[src/rtl/mem_stage.sv]
// MEM stage of the RV32 pipeline: passes EX results through or runs one load/store
// on the valid/ready data bus, aligning and extending load data into the MEM/WB register.
module mem_stage #(
   parameter int DATA_WIDTH = 32,
   parameter int ADDR_WIDTH = 32
) (
   input  logic                  i_clk,
   input  logic                  i_rst,
   input  logic                  i_valid,
   input  logic                  i_mem_rd,
   input  logic                  i_mem_wr,
   input  logic [2:0]            i_funct3,
   input  logic [ADDR_WIDTH-1:0] i_addr,
   input  logic [DATA_WIDTH-1:0] i_wdata,
   input  logic [DATA_WIDTH-1:0] i_result,
   output logic                  o_stall,
   output logic                  o_req_valid,
   input  logic                  i_req_ready,
   output logic                  o_req_we,
   output logic [ADDR_WIDTH-1:0] o_req_addr,
   output logic [DATA_WIDTH-1:0] o_req_wdata,
   output logic [3:0]            o_req_be,
   input  logic                  i_rsp_valid,
   input  logic [DATA_WIDTH-1:0] i_rsp_rdata,
   output logic                  o_misalign,
   output logic                  o_wb_valid,
   output logic [DATA_WIDTH-1:0] o_dmemu_dout,
   output logic                  o_dbg_state
);

   // Bus handshake: a request transfers on a cycle where o_req_valid and i_req_ready
   // are both high; the request fields stay stable while o_req_valid waits for ready.
   typedef enum logic {IDLE, WAIT_RSP} state_t;

   state_t          state;
   logic [1:0]      cap_off;
   logic [2:0]      cap_funct3;
   logic            is_mem;
   logic            misalign_c;
   logic            req_c;
   logic [3:0]      be_c;
   logic [DATA_WIDTH-1:0] wdata_c;
   logic [DATA_WIDTH-1:0] shifted;
   logic [DATA_WIDTH-1:0] load_ext;

   assign is_mem     = i_valid & (i_mem_rd | i_mem_wr);
   assign misalign_c = is_mem & (((i_funct3[1:0] == 2'b01) & i_addr[0]) |
                                 ((i_funct3[1:0] == 2'b10) & (i_addr[1:0] != 2'b00)));
   assign req_c      = ~i_rst & (state == IDLE) & is_mem & ~misalign_c;

   always_comb begin
      be_c    = 4'b1111;
      wdata_c = i_wdata;
      case (i_funct3[1:0])
         2'b00: begin
            be_c    = 4'b0001 << i_addr[1:0];
            wdata_c = {4{i_wdata[7:0]}};
         end
         2'b01: begin
            be_c    = 4'b0011 << i_addr[1:0];
            wdata_c = {2{i_wdata[15:0]}};
         end
         default: ;
      endcase
   end

   assign o_req_valid = req_c;
   assign o_req_we    = req_c & i_mem_wr;
   assign o_req_addr  = req_c ? {i_addr[ADDR_WIDTH-1:2], 2'b00} : '0;
   assign o_req_wdata = req_c ? wdata_c : '0;
   assign o_req_be    = req_c ? be_c : 4'b0000;

   // A store completes on acceptance, so only an unaccepted request or a load holds the pipe.
   always_comb begin
      o_stall = 1'b0;
      if (!i_rst) begin
         if (state == IDLE) o_stall = req_c & ~(i_req_ready & i_mem_wr);
         else               o_stall = ~i_rsp_valid;
      end
   end

   always_comb begin
      shifted  = i_rsp_rdata >> {cap_off, 3'b000};
      load_ext = shifted;
      case (cap_funct3)
         3'b000:  load_ext = {{(DATA_WIDTH-8){shifted[7]}}, shifted[7:0]};
         3'b001:  load_ext = {{(DATA_WIDTH-16){shifted[15]}}, shifted[15:0]};
         3'b100:  load_ext = {{(DATA_WIDTH-8){1'b0}}, shifted[7:0]};
         3'b101:  load_ext = {{(DATA_WIDTH-16){1'b0}}, shifted[15:0]};
         default: load_ext = shifted;
      endcase
   end

   always_ff @(posedge i_clk) begin
      if (i_rst) begin
         state        <= IDLE;
         o_wb_valid   <= 1'b0;
         o_dmemu_dout <= '0;
         o_misalign   <= 1'b0;
         cap_off      <= 2'b00;
         cap_funct3   <= 3'b000;
      end else begin
         o_wb_valid <= 1'b0;
         o_misalign <= 1'b0;
         case (state)
            IDLE: begin
               if (i_valid && !is_mem) begin
                  o_wb_valid   <= 1'b1;
                  o_dmemu_dout <= i_result;
               end else if (misalign_c) begin
                  o_misalign <= 1'b1;
               end else if (req_c && i_req_ready) begin
                  if (i_mem_wr) begin
                     o_wb_valid   <= 1'b1;
                     o_dmemu_dout <= '0;
                  end else begin
                     state      <= WAIT_RSP;
                     cap_off    <= i_addr[1:0];
                     cap_funct3 <= i_funct3;
                  end
               end
            end
            WAIT_RSP: begin
               if (i_rsp_valid) begin
                  state        <= IDLE;
                  o_wb_valid   <= 1'b1;
                  o_dmemu_dout <= load_ext;
               end
            end
            default: state <= IDLE;
         endcase
      end
   end

   assign o_dbg_state = (state == WAIT_RSP);

endmodule

[config.mk]
export PLATFORM = sky130hd
export DESIGN_NAME = mem_stage
export DESIGN_NICKNAME = d
export VERILOG_FILES = /design/src/rtl/mem_stage.sv
export SDC_FILE = /design/constraint.sdc
export NUM_CORES = 1
export LEC_CHECK = 0
export CORE_ASPECT_RATIO = 0.75
export CORE_UTILIZATION = 25
export CTS_CLUSTER_DIAMETER = 30
export DETAILED_ROUTE_END_ITERATION = 7
export PLACE_DENSITY = 0.59
export REMOVE_ABC_BUFFERS = 1
export SKIP_CTS_REPAIR_TIMING = 1
export SYNTH_ARGS = -nofsm -noshare
export SYNTH_HDL_FRONTEND = slang
export SYNTH_SLANG_ARGS = --single-unit
[constraint.sdc]
create_clock -name i_clk -period 4.6 [get_ports i_clk]
set_input_delay 1.15 -clock i_clk [delete_from_list [all_inputs] [get_ports i_clk]]
set_output_delay 1.15 -clock i_clk [all_outputs]
set_load 0.02 [all_outputs]
==> results.py <==
metrics = {
    "place": {
        "io_buffers": 241,
        "gp_congestion": 0.841,
        "dpl-instance-area_um2": 5930,
        "hpwl_um": 11400,
    },
    "logic_synthesis": {
        "avgSynthCellArea_um2": 7.41,
        "synth_seq_cells": 40,
        "synth.area.top_cells": "dfxtp_1 (24%), mux2i_1 (11%), a21oi_1 (8.7%)",
        "synth_largest_area_cell": "dfxtp_1",
        "ys_seq_area_share_pct": 23.6,
        "yosysWarningCount": 0,
        "netlist_instances": 458,
        "netlist_area_um2": 3400,
        "synth-edff-count": 0,
        "synth_flop_cell": "dfxtp_1",
        "postSynth.asyncResetShare_pct": 0,
        "ys_types": 49,
        "synth_top_area_share_pct": 23.6,
    },
    "cts": {
        "htree_levels": 2,
        "cts_buffers": 5,
        "clock_path_buffers": 2,
        "insertion_delay_ns": 0.28,
        "cts_root_buf": "clkbuf_16",
        "cts_sinks": 40,
        "cts_tree": "built",
        "clk_pin_slew_ns": 0.06,
    },
    "floorplanning": {
        "core-area_um2": 13100,
        "rows": 36,
        "initial_core_util_pct": 25.9,
        "ioPinCount": 244,
        "die_h_um": 103,
        "die-area_um2": 14100,
        "die_w_um": 137,
    },
    "critical_path": {
        "worst_path_max_delay_cell": "clkdlybuf4s50_1",
        "cp_common_cell": "clkdlybuf4s50_1",
        "worstSetupStartpointType": "input pin",
        "timing.rr.end": "o_dmemu_dout[21]",
        "critical_path.top_delay_family": "buffers and inverters",
        "path_depth": 6,
        "worstSetupStartpoint": "i_mem_rd",
        "regToRegSetupSlack_ns": 1.99,
        "critPathMaxFanout": 35,
        "crit_buf_inv": 3,
        "critPathCapture": "o_req_addr[26]",
        "cp_data_required_time_ns": 3.45,
        "crit_chain": "clkdlybuf4s50_1, nor2_1, nor3_2, buf_4, and3_1, clkdlybuf4s50_1",
        "reg2regPathDepth": 5,
        "arrival_ns": 3.28,
        "crit_type": "input pin to output pin",
        "timing.rr.start": "cap_off[1]",
        "slowest_delay_ns": 0.61,
        "end_kind": "output pin",
    },
    "timing": {
        "relSlewSlack_pct": 29.0,
        "fin_crit_sh_pct": 96.3,
        "max_freq_mhz": 226,
        "hold_violations": 0,
        "tightest_slew_ns": 1.06,
        "report.final.setup_viol": 0,
        "post-route-min-period_ns": 4.43,
        "finalMaxSlewViolations": 0,
        "skew_ns": 0.00341,
        "rsz0062_at_grt": "false",
        "setup_tns_ns": 0,
    },
    "routing": {
        "drc_errors": 0,
        "drt_first_pass_iters": 4,
        "antenna_left": 0,
        "vias_per_cell": 5.11,
        "routedWlPerCell_um": 17.7,
        "drt_iter0_drc": 196,
        "via_count": 4320,
        "wl_um": 14900,
    },
    "layout": {
        "fin_nets": 813,
        "drive_above_1_share_pct": 6.96,
        "area_growth_pct": 78.7,
        "final_cell_mix": "clkdlybuf4s50_1 (240), a21oi_1 (59), nor2_1 (51)",
        "final_util_pct": 46.3,
        "fillCellCount": 1264,
        "antenna_cells": 0,
        "fin_area_um2": 6070,
        "final_common_cell": "clkdlybuf4s50_1",
    },
    "power": {
        "power.switching_mw": 0.359,
        "power_frac_seq_pct": 32.6,
        "powerDensity_nw_per_um2": 190,
        "clockPowerShare_pct": 28.7,
        "power.leakage_nw": 2.20,
        "comb_power_share_pct": 38.7,
        "swShare_pct": 31.1,
        "p_int_mw": 0.794,
        "peakVddDrop_mv": 0.141,
    },
    "hold_path": {
        "hp-class": "register to register",
    },
    "run": {
        "drv_cap": 0,
    },
    "grt": {
        "gr-usage-all-layers_pct": 19.9,
        "overflow": 0,
        "grt_first_pass_wirelength_um": 21900,
        "grt_max_degree": 45,
        "grt_pass1_vias": 4021,
        "antenna_found_initial": 0,
    },
    "status": {
        "outcome": "completed",
    },
}
==> kinds of logic (layout without fill, tap and decap cells) <==
kind of cell | count (synthesis) | after routing | share of synthesized area (%)
simple gates | 150 | 150 | 22.5
mux | 41 | 41 | 12.6
compound gates | 174 | 174 | 34.2
buf+inv | 52 | 268 | 7.00
other cells | 1 | 2 | 0.110
flops | 40 | 40 | 23.6
==> per-stage QoR <==
stage	hold WS, ns	setup slack, ns	std cells	total power [mW]
after global routing	0.506	0.0243	846	1.21
after global placement	0.455	0.210	839	0.823
after detailed placement	0.466	0.157	839	0.828
after floorplan	0.475	-0.831	409	0.561
after CTS	0.480	0.156	846	1.16
final	0.479	0.172	846	1.15
==> worst register-to-register path: stages (launching register included) <==
cell	delay [ns]
dfxtp_1	1.02
nor2_1	0.13
o2bb2ai_1	0.19
a211oi_4	0.59
o21ai_1	0.29
a311oi_2	0.30
==> per-layer routing <==
layer | part of all wire [%] | up-vias | global-route usage, %
li1 | - | 2124 | -
met1 | 43 | 2011 | 25.0
met5 | 0 | - | 0
met2 | 49 | 172 | 36.0
met3 | 6.8 | 13 | 3.44
met4 | 1.1 | 0 | 3.25
==> flip-flops by register name (all words and copies together), names as in the netlist <==
register / cells
cap_funct3: 3
cap_off: 2
o_dbg_state: 1
o_dmemu_dout: 32
o_wb_valid: 1
o_misalign: 1
==> worst min path at each step <==
stage | start | to | slack [ns] | depth (start not counted)
floorplan | cap_funct3[2] | cap_funct3[2] | 0.47 | 2
global placement | o_dmemu_dout[25] | o_dmemu_dout[25] | 0.46 | 1
detailed placement | o_dmemu_dout[31] | o_dmemu_dout[31] | 0.47 | 1
CTS | o_dmemu_dout[31] | o_dmemu_dout[31] | 0.48 | 1
global route | o_dmemu_dout[31] | o_dmemu_dout[31] | 0.51 | 1
finish | o_dmemu_dout[31] | o_dmemu_dout[31] | 0.48 | 1
==> Yosys cell counts (2+ instances only) <==
cell type	instances
o2bb2ai_1	2
nand2_1	25
nor2b_1	8
buf_4	2
nand2b_1	6
clkbuf_1	29
and2_1	6
a32oi_1	7
buf_2	16
or3_1	2
and3_1	39
o21a_1	3
a211oi_1	14
nor2_2	2
nand3_1	2
nor3_1	3
buf_6	2
a311oi_2	9
o21ai_2	2
o21ai_1	15
mux2_1	2
nor2_1	51
a21oi_1	59
o21ai_0	33
a311oi_1	6
a211o_1	9
mux2i_1	37
a22oi_1	7
dfxtp_1	40
==> power groups by stage <==
stage | registers, mW | clock network, mW | logic, mW
floorplan | 0.402 | 0 | 0.159
global placement | 0.382 | 0 | 0.441
detailed placement | 0.383 | 0 | 0.446
CTS | 0.375 | 0.341 | 0.447
global route | 0.377 | 0.357 | 0.478
finish | 0.375 | 0.331 | 0.447
==> layout make-up <==
| class | count | area, µm² | share of cell area, % |
|---|---|---|---|
| timing repair buffer | 259 | 2540 | 41.9 |
| multi-input combinational | 367 | 2370 | 39.1 |
| sequential | 40 | 801 | 13.2 |
| tap | 171 | 214 | 3.53 |
| clock buffer | 6 | 129 | 2.12 |
| inverter | 2 | 7.51 | 0.124 |
| clock inverter | 1 | 5.00 | 0.0825 |
(Power assumes the default switching activity.)
